### src/rtl/debug_cmd_rx.sv
// debug_cmd_rx: host-to-board command parser for the USB debug link.
// Takes the byte stream from usb_serial, assembles fixed 5-byte frames
// (SYNC, OP, ADDR, DATA, CHK) and drives the CPU debug controls: a halt
// level, a single-step pulse and a register-write valid/ready handshake.
// Framing problems (bad checksum, unknown opcode, inter-byte timeout and
// bytes arriving while a write is still pending) bump a saturating counter.
module debug_cmd_rx #(
    parameter logic [7:0] SYNC_BYTE      = 8'hA5,
    parameter int         ADDR_W         = 4,
    parameter int         TIMEOUT_CYCLES = 12000,
    parameter int         TIMEOUT_W      = 14,
    parameter logic       HALT_ON_RESET  = 1'b0
) (
    input  logic              clk,
    input  logic              resetn,
    input  logic              rx_strobe,
    input  logic [7:0]        rx_data,
    output logic              halted,
    output logic              step_pulse,
    output logic              wr_valid,
    input  logic              wr_ready,
    output logic [ADDR_W-1:0] wr_addr,
    output logic [7:0]        wr_data,
    output logic [7:0]        err_count,
    output logic              busy
);

    localparam logic [7:0] OP_HALT  = 8'h01;
    localparam logic [7:0] OP_RUN   = 8'h02;
    localparam logic [7:0] OP_STEP  = 8'h03;
    localparam logic [7:0] OP_WRITE = 8'h04;

    // Last idle count before the limit; an idle cycle seen here is the one
    // that reaches TIMEOUT_CYCLES and therefore fires the timeout.
    localparam logic [TIMEOUT_W-1:0] TMO_LAST = TIMEOUT_W'(TIMEOUT_CYCLES - 1);

    typedef enum logic [2:0] {
        IDLE,
        GOT_SYNC,
        GOT_OP,
        GOT_ADDR,
        GOT_DATA,
        EXEC
    } state_t;

    state_t                state, state_d;
    logic [7:0]            op_q, addr_q, data_q;
    logic [7:0]            op_d, addr_d, data_d;
    logic [TIMEOUT_W-1:0]  tmo_cnt, tmo_d;
    logic                  halted_d, step_d, wr_valid_d;
    logic [ADDR_W-1:0]     wr_addr_d;
    logic [7:0]            wr_data_d;
    logic                  err_inc;
    logic                  in_frame;

    // State register; reset abandons any partial frame or pending write.
    always_ff @(posedge clk or negedge resetn) begin
        if (!resetn) begin
            state <= IDLE;
        end else begin
            state <= state_d;
        end
    end

    // Next-state logic plus the next value of every registered output.
    always_comb begin
        state_d    = state;
        op_d       = op_q;
        addr_d     = addr_q;
        data_d     = data_q;
        tmo_d      = '0;
        halted_d   = halted;
        step_d     = 1'b0;
        wr_valid_d = wr_valid;
        wr_addr_d  = wr_addr;
        wr_data_d  = wr_data;
        err_inc    = 1'b0;
        in_frame   = (state == GOT_SYNC) || (state == GOT_OP) ||
                     (state == GOT_ADDR) || (state == GOT_DATA);

        case (state)
            IDLE: begin
                if (rx_strobe && (rx_data == SYNC_BYTE)) begin
                    state_d = GOT_SYNC;
                end
            end
            GOT_SYNC: begin
                if (rx_strobe) begin
                    op_d    = rx_data;
                    state_d = GOT_OP;
                end
            end
            GOT_OP: begin
                if (rx_strobe) begin
                    addr_d  = rx_data;
                    state_d = GOT_ADDR;
                end
            end
            GOT_ADDR: begin
                if (rx_strobe) begin
                    data_d  = rx_data;
                    state_d = GOT_DATA;
                end
            end
            GOT_DATA: begin
                if (rx_strobe) begin
                    state_d = IDLE;
                    if (rx_data != (op_q ^ addr_q ^ data_q)) begin
                        err_inc = 1'b1;
                    end else begin
                        case (op_q)
                            OP_HALT:  halted_d = 1'b1;
                            OP_RUN:   halted_d = 1'b0;
                            OP_STEP:  step_d   = halted;
                            OP_WRITE: begin
                                wr_valid_d = 1'b1;
                                wr_addr_d  = addr_q[ADDR_W-1:0];
                                wr_data_d  = data_q;
                                state_d    = EXEC;
                            end
                            default:  err_inc = 1'b1;
                        endcase
                    end
                end
            end
            EXEC: begin
                if (rx_strobe) begin
                    err_inc = 1'b1;
                end
                if (wr_ready) begin
                    wr_valid_d = 1'b0;
                    state_d    = IDLE;
                end
            end
            default: state_d = IDLE;
        endcase

        if (in_frame && !rx_strobe) begin
            if (tmo_cnt == TMO_LAST) begin
                err_inc = 1'b1;
                state_d = IDLE;
            end else begin
                tmo_d = tmo_cnt + 1'b1;
            end
        end
    end

    // Frame fields, timeout counter, registered outputs and error counter.
    always_ff @(posedge clk or negedge resetn) begin
        if (!resetn) begin
            op_q       <= '0;
            addr_q     <= '0;
            data_q     <= '0;
            tmo_cnt    <= '0;
            halted     <= HALT_ON_RESET;
            step_pulse <= 1'b0;
            wr_valid   <= 1'b0;
            wr_addr    <= '0;
            wr_data    <= '0;
            err_count  <= '0;
            busy       <= 1'b0;
        end else begin
            op_q       <= op_d;
            addr_q     <= addr_d;
            data_q     <= data_d;
            tmo_cnt    <= tmo_d;
            halted     <= halted_d;
            step_pulse <= step_d;
            wr_valid   <= wr_valid_d;
            wr_addr    <= wr_addr_d;
            wr_data    <= wr_data_d;
            busy       <= (state_d != IDLE);
            if (err_inc && (err_count != 8'hFF)) begin
                err_count <= err_count + 8'd1;
            end
        end
    end

endmodule

### config.mk
export PLATFORM = sky130hd
export DESIGN_NAME = debug_cmd_rx
export DESIGN_NICKNAME = d
export VERILOG_FILES = /design/src/rtl/debug_cmd_rx.sv
export SDC_FILE = /design/constraint.sdc
export NUM_CORES = 1
export LEC_CHECK = 0
export ABC_AREA = 1
export CORE_ASPECT_RATIO = 0.9
export CORE_MARGIN = 3
export CORE_UTILIZATION = 51
export DETAILED_ROUTE_END_ITERATION = 12
export HOLD_SLACK_MARGIN = 0.05
export PLACE_DENSITY_LB_ADDON = 0.3
export SYNTH_ARGS = -nofsm -noshare
export SYNTH_HDL_FRONTEND = slang
export SYNTH_SLANG_ARGS = --single-unit
### constraint.sdc
create_clock -name clk -period 1.5 [get_ports clk]
set_input_delay 0.3 -clock clk [delete_from_list [all_inputs] [get_ports clk]]
set_output_delay 0.3 -clock clk [all_outputs]
set_load 0.1 [all_outputs]
==> summary.txt <==
Run status
  – Outcome: finished with violations
  – Violations in the final reports: negative setup slack

Worst hold path
  – Worst hold stages: 3
  – Hold path endpoint: data_q[7]
  – Worst hold path type: in2reg
  – Min-Delay Startpoint: rx_data[7]

Drt
  – Routed len/inst: approximately 15 um
  – Vias per cell: 5.15
  – DRT Pass-1 Iters: 4
  – Detailed Route Iter0 Violations: 170
  – Via count: between 3k and 4k
  – Detail Route Antenna Nets: 0
  – DR DRC count: 0
  – Total wire length: between 9 and 10 mm

Die
  – I/O Pins: 36
  – Core area: roughly 0.0066 mm2
  – Die Ht: between 80 and 90 um
  – FP Rows: 28
  – Die Wd: 93.4 um
  – Initial Util: 0.529
  – Die ar.: 0.00790 mm2

Placement
  – HPWL after detailed placement: 5.70 mm
  – RePlAce Congestion: around 0.9
  – PortBufs: 35
  – DP Cell Count: 610

Synth
  – Synth Area in Adders: 0.00714
  – Mapped Nets: 449
  – Simple-Gate Fraction of Synth Area: 0.306
  – Sequential area share after synthesis: 0.464
  – Mux contribution to synthesized area: 0
  – Post-synth EDFFs: 0
  – Synth Cell Area: about 0.0035 mm2
  – Post-synthesis cell type count: 39
  – Largest family of logic cells by synthesized area: simple AND/OR/NAND/NOR gates
  – Synth Area in Compound Gates: 0.105
  – Synth Register Bits: 65
  – XOR/XNOR share of the synthesized area: 0.0350
  – Primary FF master, synth: dfrtp_1
  – Async S/R FF share, synth: 1.00
  – Ys Warns: 0
  – Gate Count Post-Synth: 435
  – Post-Syn Area per Cell: 8.06 um2

Final layout
  – Synth-to-layout area growth: 52.6%
  – Multi-input combinational cell area: around 0.0019 mm2
  – Final-layout fill cell count: about 380
  – # nets final: approximately 560
  – Layout cell share with drive strength beyond 1: 0.424
  – Final non-filler cell total: 640
  – FF+latch area: approximately 0.0017 mm2
  – Finished Core Util: 0.808
  – Diode count: 0

Timing
  – Fin worst setup slack: -0.205 ns
  – Final slew viol count: 0
  – Final hold violation count: 0
  – Slew headroom: 0.759
  – Worst Max-Slew Pin Slew: 0.357 ns
  – Hold Slack: approximately 0.28 ns
  – Final worst-path cycle share: 1.14
  – Final setup viols: 34
  – Fin crit period: ~1.7 ns
  – Setup TNS: -4.53 ns
  – Max Fclk: 586 MHz
  – Final Skew: roughly 0.0070 ns
  – RSZ-0062 raised after global routing: true

Setup path
  – Crit end category: flop
  – Crit path DAT: 1.96 ns
  – Critical path fanouts, max: 8
  – Worst setup SP type: flop
  – Reg2reg setup slack: -0.21 ns
  – CP required: around 1.8 ns
  – Critical R2R Launch: op_q[3]
  – Reg2reg end: wr_data[3]
  – Critical path class: reg2reg
  – R2r worst-path depth: 9

Power
  – Pleak: approximately 2.7 nW
  – Final Total Pwr: between 0.008 and 0.009 W
  – Pwr dens: ~1500 mW/mm2
  – Maximum VDD drop: between 0.001 and 0.0015 V

Global route
  – Largest net degree at the start of global routing: between 60 and 70
  – Total track usage: 0.254
  – Total gr overflow: 0
  – Initial antenna violation count: 0
  – First-pass GRT wire length: 15.8 mm
  – Vias in the first global route: around 3.5k

Clock tree
  – CTS Buf Count: 9
  – Htree depth: 3
  – Clock transition at path regs: roughly 0.07 ns
  – Root Buffer: clkbuf_8
  – CTS tree: built
  – CTS sink count: 65
  – Clk Latency, worst-skew pair: 0.36 ns
  – CTS Buffer Depth: 2

Flow run
  – Maxcap violations: 0
[how the worst max path moves through the flow]
stage | from | to | slack [ns]
after floorplan | err_count[0] | err_count[6] | -0.02
after global placement | rx_data[2] | wr_data[3] | -0.54
after detailed placement | rx_data[2] | wr_data[3] | -0.57
after CTS | data_q[3] | wr_addr[2] | -0.21
after global routing | data_q[0] | busy | -0.35
final | op_q[3] | wr_data[3] | -0.21
[metal layers]
| layer | share of wire | GRT usage |
|---|---|---|
| met5 | 0 | 0 |
| met1 | 0.39 | 0.306 |
| met2 | 0.53 | 0.436 |
| met3 | 0.047 | 0.0672 |
| met4 | 0.026 | 0.0945 |
[critical path, cell delays in order (launching register included)]
cell and delay (ns):
dfrtp_2 0.47, buf_4 0.16, inv_1 0.05, nand4_1 0.10, nor2_2 0.12, buf_4 0.14
nand4_4 0.21, buf_12 0.23, nand2_2 0.06, o21ai_2 0.05
[sequential cells by signal, summed over array words and instances (netlist names), 3 cells and up]
name	cells
op_q	8
err_count	8
state	3
data_q	8
wr_addr	4
addr_q	8
wr_data	8
tmo_cnt	14
[Yosys cell counts (2+ instances only)]
| library cell | count | area (um2) |
|---|---|---|
| nor2_1 | 25 | 93.8 |
| ha_1 | 2 | 25.0 |
| nand2_1 | 121 | 454 |
| nor2_4 | 4 | 45.0 |
| nand2_2 | 15 | 93.8 |
| a31oi_1 | 3 | 18.8 |
| o21ai_2 | 12 | 105 |
| xnor2_1 | 8 | 70.1 |
| o21ai_0 | 29 | 145 |
| inv_2 | 6 | 22.5 |
| nand3_1 | 27 | 135 |
| o21a_1 | 2 | 15.0 |
| clkbuf_1 | 3 | 11.3 |
| inv_1 | 57 | 214 |
| buf_4 | 2 | 15.0 |
| dfrtp_1 | 65 | 1630 |
| nor2_2 | 4 | 25.0 |
| xor2_1 | 6 | 52.6 |
| a21oi_1 | 8 | 40.0 |
| nand4_1 | 5 | 31.3 |
| buf_6 | 2 | 22.5 |
| nand3_2 | 3 | 30.0 |
| nor3_1 | 10 | 50.1 |
[kinds of logic after synthesis]
kind of cell	count (synthesis)
and+or+nand+nor	224
buffers and inverters	71
DFF	65
AOI/OAI and AO/OA	59
xor gates and xnor gates	14
adders and majority gates	2
[through the flow]
stage                     setup slack [ns]  area, um2
after floorplan                    -0.0184       3590
after global placement              -0.538       4690
after detailed placement            -0.574       4690
after CTS                           -0.208       5180
after global routing                -0.346       5350
final                               -0.205       5350
[area by class of cell]
class,instances,share of cell area
Timing Repair Buffer,106,0.221
Sequential cell,65,0.309
Inverter,63,0.0451
Multi-Input combinational cell,300,0.361
Clock buffer,11,0.0283
Tap cell,90,0.0211
Clock inverter,5,0.0145
[repair_timing]
item                                    CTS  global route
hold buffers                              1             0
resized for setup                        48            41
hold endpoints to repair                 65             0
pin swaps                                17            21
setup buffers                             9             4
endpoints found under the setup margin   35            41
cloned                                    2             0
[where the power goes]
group / total, W / internal, W / switching, W
Clock: 0.00175 / 0.00102 / 0.000732
Combinational: 0.00370 / 0.00153 / 0.00217
Sequential: 0.00263 / 0.00219 / 0.000445
[cells in the final DEF (no fill, tap or decap), types with 3 or more instances in the layout]
master           instances
nand3_2                  5
nand3_1                 21
o21ai_0                 25
nand2_1                 96
clkbuf_8                11
nor3_1                   6
buf_12                  26
nand2_2                 35
dfrtp_1                 54
buf_6                    4
nand2_8                  3
a21oi_2                  3
xor2_1                   6
dfrtp_2                  6
nor2_1                  15
buf_4                   63
clkdlybuf4s50_1          3
nor3_4                   5
inv_2                    8
a31oi_1                  3
nand4_1                  5
o21ai_2                 15
a21oi_1                  4
xnor2_1                  7
dfrtp_4                  5
nand3_4                  4
nor2_2                   8
dlygate4sd2_1            5
nor2_4                  10
inv_1                   54
nand2_4                  5
Note: power is estimated with default switching activity, not from simulation.
